<file path="src/rtl/branch_pc_unit.sv">
// Program counter, branch resolution and IDLE/RUN/HALT run control for the
// single-cycle core; sits directly behind the ALU and registers the next PC.
module branch_pc_unit #(
  parameter logic [63:0] RESET_PC = 64'h0,
  parameter int unsigned CNT_W    = 32
) (
  input  logic             clk,
  input  logic             reset_n,
  input  logic             start,
  input  logic             stall,
  input  logic             halt,
  input  logic             branch,
  input  logic             jump,
  input  logic             jalr,
  input  logic [2:0]       funct3,
  input  logic [63:0]      imm,
  input  logic [63:0]      alu_result,
  input  logic             zero,
  input  logic             le_flag,
  input  logic             ge_flag,
  output logic [63:0]      pc,
  output logic [63:0]      pc_plus4,
  output logic             taken,
  output logic             running,
  output logic             halted,
  output logic             misalign,
  output logic [CNT_W-1:0] instr_count,
  output logic [CNT_W-1:0] taken_count
);

  typedef enum logic [1:0] {
    S_IDLE = 2'd0,
    S_RUN  = 2'd1,
    S_HALT = 2'd2
  } state_t;

  state_t      state;
  logic        cond_c;
  logic        redirect_c;
  logic        misalign_c;
  logic [63:0] pc_imm_c;
  logic [63:0] target_c;

  // Branch condition; signed compares are not available from the ALU.
  always_comb begin
    cond_c = 1'b0;
    case (funct3)
      3'b000:  cond_c = zero;
      3'b001:  cond_c = ~zero;
      3'b110:  cond_c = le_flag & ~zero;
      3'b111:  cond_c = ge_flag;
      default: cond_c = 1'b0;
    endcase
  end

  assign pc_plus4   = pc + 64'd4;
  assign pc_imm_c   = pc + imm;
  assign running    = (state == S_RUN);
  assign halted     = (state == S_HALT);
  assign redirect_c = jalr | jump | (branch & cond_c);

  // A halting instruction suppresses any redirect it carries.
  assign taken      = running & ~stall & ~halt & redirect_c;

  always_comb begin
    target_c = pc_plus4;
    if (jalr)
      target_c = alu_result & ~64'h1;
    else if (jump || (branch && cond_c))
      target_c = pc_imm_c;
  end

  assign misalign_c = taken & (target_c[1:0] != 2'b00);

  always_ff @(posedge clk or negedge reset_n) begin
    if (!reset_n) begin
      state       <= S_IDLE;
      pc          <= RESET_PC;
      misalign    <= 1'b0;
      instr_count <= '0;
      taken_count <= '0;
    end else begin
      case (state)
        S_IDLE: begin
          if (start)
            state <= S_RUN;
        end
        S_RUN: begin
          if (!stall) begin
            if (halt) begin
              instr_count <= instr_count + CNT_W'(1);
              state       <= S_HALT;
            end else if (misalign_c) begin
              // Faulting redirect does not retire; PC stays on the culprit.
              misalign <= 1'b1;
              state    <= S_HALT;
            end else begin
              pc          <= target_c;
              instr_count <= instr_count + CNT_W'(1);
              if (taken)
                taken_count <= taken_count + CNT_W'(1);
            end
          end
        end
        S_HALT: begin
          state <= S_HALT;
        end
        default: begin
          state <= S_IDLE;
        end
      endcase
    end
  end

endmodule

</file>
<file path="config.mk">
export PLATFORM = sky130hd
export DESIGN_NAME = branch_pc_unit
export DESIGN_NICKNAME = d
export VERILOG_FILES = /design/src/rtl/branch_pc_unit.sv
export SDC_FILE = /design/constraint.sdc
export NUM_CORES = 1
export LEC_CHECK = 0
export ABC_AREA = 1
export CAP_MARGIN = 10
export CORE_MARGIN = 10
export CORE_UTILIZATION = 50
export DETAILED_ROUTE_END_ITERATION = 8
export PLACE_DENSITY = 0.79
export REMOVE_ABC_BUFFERS = 1
export SLEW_MARGIN = 10
export SYNTH_ARGS = -nofsm -noshare
export SYNTH_HDL_FRONTEND = slang
export SYNTH_SLANG_ARGS = --single-unit
</file>
<file path="constraint.sdc">
create_clock -name clk -period 2.61 [get_ports clk]
set_input_delay 0.783 -clock clk [delete_from_list [all_inputs] [get_ports clk]]
set_output_delay 0.783 -clock clk [all_outputs]
set_load 0.05 [all_outputs]
</file>
==> results of run 1 <==
Yosys cell counts, drive strengths merged, types with 14 or more instances:
master and instances:
nand2 1061, inv 456, nor2 313, nand3 182, dfrtp 131, xor2 81, a21oi 79, nor3 74
ha 69, o21ai 66, nand4 45, xnor2 35, buf 31, or2 21, clkbuf 20, a22oi 14
nand3b 14, o22ai 14
layer usage:
layer  overflow  global-route usage
met5          1              0.4565
met4         92              0.7664
met3         10              0.6929
met2        129              0.9212
met1          7              0.7617
timing repair:
item                                    CTS
cloned                                    1
buffers inserted                         70
pin swaps                               149
endpoints found under the setup margin  157
resized for setup                       542
hold buffers                              0
kinds of logic after synthesis:
group | count (synthesis)
compound gates | 192
xor+xnor | 116
buf+inv | 508
fa+ha+maj | 70
simple gates | 1732
flops | 131
through the flow:
| step | setup TNS, ps | utilization | cells | hold slack [ps] |
|---|---|---|---|---|
| after floorplan | -230270 | - | 2698 | 467.0 |
| after global placement | -56140 | 0.7502 | 3846 | 452.1 |
| after detailed placement | -63090 | 0.7502 | 3846 | 469.8 |
| after CTS | -14980 | 0.8533 | 3937 | 310.6 |
==> flow_metrics.tcl, run 1 <==
set metrics [dict create \
    grt_max_degree 51 \
    async_flop_share 1.000 \
    netlist_top_cells_area "nand2_1, dfrtp_1, inv_1" \
    synth_top_family_by_area "simple AND/OR/NAND/NOR gates" \
    dp_hpwl_mm 63.86 \
    failed_stage "global routing" \
    yosys.cell_types.count 44 \
    grt.total_usage 0.7850 \
    io_buffers 336 \
    synth_top_cell_by_area "nand2_1" \
    synth-edff-count 0 \
    synth_top_area_frac 0.2547 \
    yosysSeqAreaShare 0.2115 \
    status "aborted with a tool error" \
    post_dp_cell_area_um2 22950 \
    die_h_um 196.1 \
    initial_core_util 0.5067 \
    num_rows 64 \
    numCtsBuffers 17 \
    yosys.area_share.xor_xnor 0.06554 \
    synth-main-ff-cell "dfrtp_1" \
    yosys.area_share.simple 0.4690 \
    worst-ep-kind "output port" \
    gp_congestion 1.162 \
    synth_fa_ha_area_frac 0.05699 \
    yosysWarnings 0 \
    cts.sinks 131 \
    synth_seq_cells 131 \
    io_pins 338 \
    crit_endpoint "pc_plus4[58]" \
    syn_inst 2749 \
    error_line "[ERROR GRT-0232] Routing congestion too high. Check the congestion heatmap in the GUI." \
    clockBufferDepth 2 \
    grt_overflow 239 \
    clockRootBuffer "clkbuf_16" \
    syn_avg_cell_area_um2 5.639 \
    place_ws_ps -759.4 \
    htreeDepth 4 \
    die_w_um 196.1 \
    synthesis.area_um2 15500 \
    synthMuxAreaShare 0 \
    synth_compound_area_frac 0.06942 \
]
==> run 2, diff against run 1 <==
CORE_UTILIZATION = 35   (was 50)
PLACE_DENSITY = default   (was 0.79)
PLACE_DENSITY_LB_ADDON = 0.15   (was default)
==> run 2 against run 1 <==
The flow now finishes, with violations (negative setup slack). Synthesized area did not move. Synthesized cell count stayed put.
==> flow_metrics.tcl, run 2 <==
set metrics [dict create \
    numCtsBuffers 17 \
    seq_area_um2 3312 \
    netlist_top_cells_area "nand2_1, dfrtp_1, inv_1" \
    ant_nets 0 \
    synth_most_common_cell "nand2_1" \
    final_cell_mix "nand2_1, buf_4, inv_1" \
    crit_required_ps 1830 \
    gp_congestion 1.046 \
    n_fill_cell 3724 \
    maxCapViolCount 0 \
    synth-main-ff-cell "dfrtp_1" \
    finalCritPeriodShare 1.254 \
    dp_hpwl_mm 70.02 \
    synth-edff-count 0 \
    status "finished with violations" \
    die_w_um 230.5 \
    post_drt_wl_per_cell_um 21.87 \
    place_ws_ps -846.8 \
    yosys.area_share.simple 0.4690 \
    largest_reg_flops 64 \
    cts.sinks 131 \
    internal_power_mw 14.33 \
    layout.nets 3835 \
    setup_viol 117 \
    hold_ws_ps 208.9 \
    drive_above_1_share 0.3714 \
    start_kind "flop" \
    die_area_um2 53110 \
    yosys.cell_types.count 44 \
    worstSetupPathType "reg -> out" \
    antenna_found_initial 3 \
    dr.pass1.iters 6 \
    synth_fa_ha_area_frac 0.05699 \
    syn_inst 2749 \
    fin_tns_setup_ps -38220 \
    synthMuxAreaShare 0 \
    p_switching_mw 16.88 \
    grt_max_degree 55 \
    critPathMaxFanout 4 \
    rsz0062_at_grt "true" \
    cts_hold_buf 0 \
    multi_input_area_um2 13960 \
    grt_pass1_vias 21358 \
    clkPwrFrac 0.088 \
    syn_avg_cell_area_um2 5.639 \
    initial_core_util 0.3521 \
    instances_no_fill 4229 \
    synth_common_cells "nand2_1, inv_1, nor2_1" \
    clockRootBuffer "clkbuf_16" \
    syn_to_final_growth_pct 88.78 \
    via_count 22406 \
    tightestPinTransition_ps 577.8 \
    vias_per_cell 5.298 \
    powerDensity_nw_per_um2 1066 \
    synth_seq_cells 131 \
    final_common_cell "nand2_1" \
    io_pins 338 \
    yosysSeqAreaShare 0.2115 \
    async_flop_share 1.000 \
    clockBufferDepth 2 \
    min_path_type "in -> async" \
    slew-limit-headroom 0.6164 \
    clk_pin_slew_ps 60 \
    violations "negative setup slack" \
    clkLatencyLatePin_ps 490 \
    cellLeakagePower_nw 15.07 \
    power_frac_comb 0.800 \
    num_rows 77 \
    skew_ps 13.69 \
    largest-register "pc" \
    io_buffers 336 \
    p_seq_frac 0.112 \
    synth_top_cell_by_area "nand2_1" \
    yosys.area_share.xor_xnor 0.06554 \
    setup_slack_ps -664.1 \
    yosysWarnings 0 \
    drt-initial-drc-count 2231 \
    finalMaxSlewViolations 0 \
    synth_top_area_frac 0.2547 \
    ir_drop_uv 706.3 \
    synthesis.area_um2 15500 \
    synth_top_family_by_area "simple AND/OR/NAND/NOR gates" \
    p_sw_frac 0.5409 \
    htreeDepth 4 \
    numPlacedInstances 4080 \
    grt_pass1_wl_mm 128.8 \
    reg_top3 "pc (64), instr_count (32), taken_count (32)" \
    cts_tree "yes" \
    grt_overflow 0 \
    cp.arrival_ps 2490 \
    drcViolationCount 0 \
    die_h_um 230.5 \
    fmax_mhz 305.4 \
    grt.total_usage 0.3175 \
    hold_viol_final 0 \
    synth_compound_area_frac 0.06942 \
    wl_mm 92.48 \
    layout_min_cycle_time_ps 3274 \
    core-area_um2 44030 \
    endpoint_kind "output pin" \
]
==> run 2: timing repair <==
action	4_1_cts	5_1_grt
endpoints found under the setup margin	176	135
endpoints found under the hold margin	0	0
cloned	1	0
gates resized for setup	528	582
pin swaps	123	269
buffers inserted	64	87
==> run 2: kinds of logic after synthesis <==
| kind of cell | count (synthesis) |
|---|---|
| buf+inv | 508 |
| xor+xnor | 116 |
| compound gates | 192 |
| fa+ha+maj | 70 |
| simple gates | 1732 |
| flops | 131 |
==> run 2: path summary, 6_finish.rpt <==
check	start	endpoint	slack (ps)	cells past startpoint
max	pc[23]$_DFFE_PN0P_	pc_plus4[26]	-660	9
max in group asynchronous	reset_n	pc[12]$_DFFE_PN0P_	1690	2
max reg2reg	pc[8]$_DFFE_PN0P_	pc[55]$_DFFE_PN0P_	-430	18
min reg2reg	misalign$_DFFE_PN0P_	misalign$_DFFE_PN0P_	480	2
min	reset_n	instr_count[22]$_DFFE_PN0P_	210	1
min in group clk	misalign$_DFFE_PN0P_	misalign$_DFFE_PN0P_	480	2
==> run 2: layout make-up <==
| type | count | share of cell area |
|---|---|---|
| clock inverter | 11 | 0.005986 |
| timing repair buffer | 906 | 0.3028 |
| multi-input combinational | 2110 | 0.4769 |
| antenna | 2 | 0.0001710 |
| sequential | 131 | 0.1132 |
| inverter | 457 | 0.05999 |
| tap | 592 | 0.02531 |
| clock buffer | 20 | 0.01561 |
==> run 2: per-layer routing <==
metal	vias up	wire, µm	GRT usage
met2	1223	42570	0.5252
met1	10591	35230	0.3890
met4	0	5212	0.1258
met5	-	0	0
met3	328	9466	0.08008
li1	10264	-	-
==> run 2: metrics by stage <==
stage | utilization | total power, mW | area (µm²)
after global placement | 0.5329 | 23.21 | 23460
after global routing | 0.6646 | 32.54 | 29260
after detailed placement | 0.5329 | 23.33 | 23460
after CTS | 0.6001 | 27.62 | 26420
final | 0.6646 | 31.20 | 29260
after floorplan | - | 13.10 | 15240
==> run 2: power by group through the flow <==
| stage | registers [mW] | logic [mW] | clock network [mW] |
|---|---|---|---|
| floorplan | 5.20 | 7.90 | 0 |
| global placement | 3.25 | 20.0 | 0 |
| detailed placement | 3.26 | 20.1 | 0 |
| CTS | 3.32 | 21.5 | 2.78 |
| global route | 3.53 | 26.2 | 2.86 |
| finish | 3.49 | 25.0 | 2.76 |
==> run 2: worst max-delay path: stages (launching register included) <==
cell and delay (ps):
dfrtp_2 460, nand2_2 100, buf_6 130, nor3_4 240, nand2_2 180, nor3_4 250, buf_4 170, xor2_1 150
buf_4 170, buf_12 140
(Power assumes the default switching activity.)
==> run 3, diff against run 2 <==
SKIP_LAST_GASP = 1   (was default)
==> run 3 against run 2 <==
The flow still finishes with violations (negative setup slack). Power down 1.1%. Via count shrank 1.3%. Register-to-register slack got worse by 20 ps. Sequential power down 1%. Wire length decreased by 2.3%. First-iteration DRC count shrank 6.2%. Global-route usage fell by 0.11 points. Sequential share of layout area up 0.092 points. Worst setup slack better by 76 ps. Design area is 0.84% lower. Critical endpoint is now pc_plus4[20]. Largest power group unchanged.
==> flow_metrics.tcl, run 3 (synthesized netlist as in run 2, its figures left out) <==
set metrics [dict create \
    status "finished with violations" \
    violations "negative setup slack" \
    grt_pass1_vias 21344 \
    maxCapViolCount 0 \
    cts_hold_buf 0 \
    worstSetupPathType "reg -> out" \
    drcViolationCount 0 \
    cts_tree "yes" \
    grt_pass1_wl_mm 128.4 \
    cts.sinks 131 \
    via_count 22114 \
    clkLatencyLatePin_ps 480 \
    die_h_um 230.5 \
    crit_required_ps 1830 \
    htreeDepth 4 \
    instances_no_fill 4225 \
    start_kind "flop" \
    dp_hpwl_mm 70.02 \
    powerDensity_nw_per_um2 1063 \
    cp.depth 11 \
    final_common_cell "nand2_1" \
    n_fill_cell 3778 \
    grt.total_usage 0.3164 \
    finalCritPeriodShare 1.225 \
    largest_reg_flops 64 \
    layout_min_cycle_time_ps 3198 \
    die_w_um 230.5 \
    dr.pass1.iters 6 \
    fmax_mhz 312.7 \
    drt-initial-drc-count 2092 \
    crit_chain "nand2_4, buf_6, nor2_4, inv_2, nor2_4, nand2_1, nor2_1, buf_4, xor2_1, buf_4, buf_12" \
    cellLeakagePower_nw 14.91 \
    power_mw 30.85 \
    layout.nets 3831 \
    post_drt_wl_per_cell_um 21.39 \
    rr_worst_depth 18 \
    wl_mm 90.39 \
    grt_overflow 0 \
    place_ws_ps -846.8 \
    min_path_type "in -> async" \
    seq_area_um2 3311 \
    numCtsBuffers 17 \
    critical-path-max-stage-delay_ps 480 \
    finalMaxSlewViolations 0 \
    setup_slack_ps -588.5 \
    multi_input_area_um2 13790 \
    cp_slowest_cell "dfrtp_2" \
    vias_per_cell 5.234 \
    grt_max_degree 55 \
    endpoint_kind "output pin" \
    critPathBufInv 5 \
    antenna_found_initial 5 \
    slew-limit-headroom 0.6210 \
    ant_nets 0 \
    drive_above_1_share 0.3668 \
    tightestPinTransition_ps 562.6 \
    die_area_um2 53110 \
    clk_pin_slew_ps 60 \
    critPathMaxFanout 3 \
    syn_to_final_growth_pct 87.19 \
    rsz0062_at_grt "true" \
    core-area_um2 44030 \
    setup_viol 111 \
    io_buffers 336 \
    numPlacedInstances 4080 \
    gp_congestion 1.046 \
    clockRootBuffer "clkbuf_16" \
    cp_top_family "buffers and inverters" \
    clockBufferDepth 2 \
    largest-register "pc" \
    ir_drop_uv 707.4 \
    initial_core_util 0.3521 \
    io_pins 338 \
    skew_ps 14.17 \
    final_cell_mix "nand2_1, buf_4, inv_1" \
    reg_top3 "pc (64), instr_count (32), taken_count (32)" \
    hold_viol_final 0 \
    num_rows 77 \
    cp.arrival_ps 2420 \
]
## run 3: repair_timing
item	in CTS	in global routing
resized for setup	517	546
buffers inserted	64	66
pin swaps	123	235
setup endpoints to repair	176	132
gates cloned	1	0
endpoints found under the hold margin	0	0
## run 3: area by class of cell
cell class | count | area share
Sequential cell | 131 | 0.1141
Clock buffer | 20 | 0.01574
Clock inverter | 11 | 0.006037
Antenna cell | 2 | 0.0001725
Timing Repair Buffer | 902 | 0.3031
Inverter | 457 | 0.06020
Multi-Input combinational cell | 2110 | 0.4751
Tap cell | 592 | 0.02553
## run 3: layer usage
metal / wire, µm / GRT usage
met1: 35490 / 0.3879
met2: 42010 / 0.5240
met3: 8535 / 0.07591
met4: 4324 / 0.1295
met5: 23 / 0
## run 3: report_power, final
group | total (mW) | internal, mW | switching [mW]
clock network | 2.75 | 1.65 | 1.10
registers | 3.45 | 2.62 | 0.832
logic | 24.6 | 9.95 | 14.7
total | 30.8 | 14.2 | 16.6
## run 3: final timing paths
kind	startpoint	endpoint	slack, ps
max	pc[9]$_DFFE_PN0P_	pc_plus4[20]	-590
min	reset_n	instr_count[22]$_DFFE_PN0P_	210
max reg2reg	pc[8]$_DFFE_PN0P_	pc[55]$_DFFE_PN0P_	-450
min reg2reg	misalign$_DFFE_PN0P_	misalign$_DFFE_PN0P_	480
max in group asynchronous	reset_n	pc[16]$_DFFE_PN0P_	1690
min in group clk	misalign$_DFFE_PN0P_	misalign$_DFFE_PN0P_	480
## run 3: stage by stage
step / utilization / hold WS (ps) / TNS [ps] / area [µm²]
final: 0.6590 / 208.8 / -31930 / 29020
after global routing: 0.6590 / 219.7 / -39830 / 29020
after CTS: 0.5994 / 199.4 / -22060 / 26390
after detailed placement: 0.5329 / 460.4 / -72630 / 23460
after global placement: 0.5329 / 448.5 / -69720 / 23460
after floorplan: - / 467.0 / -230270 / 15240
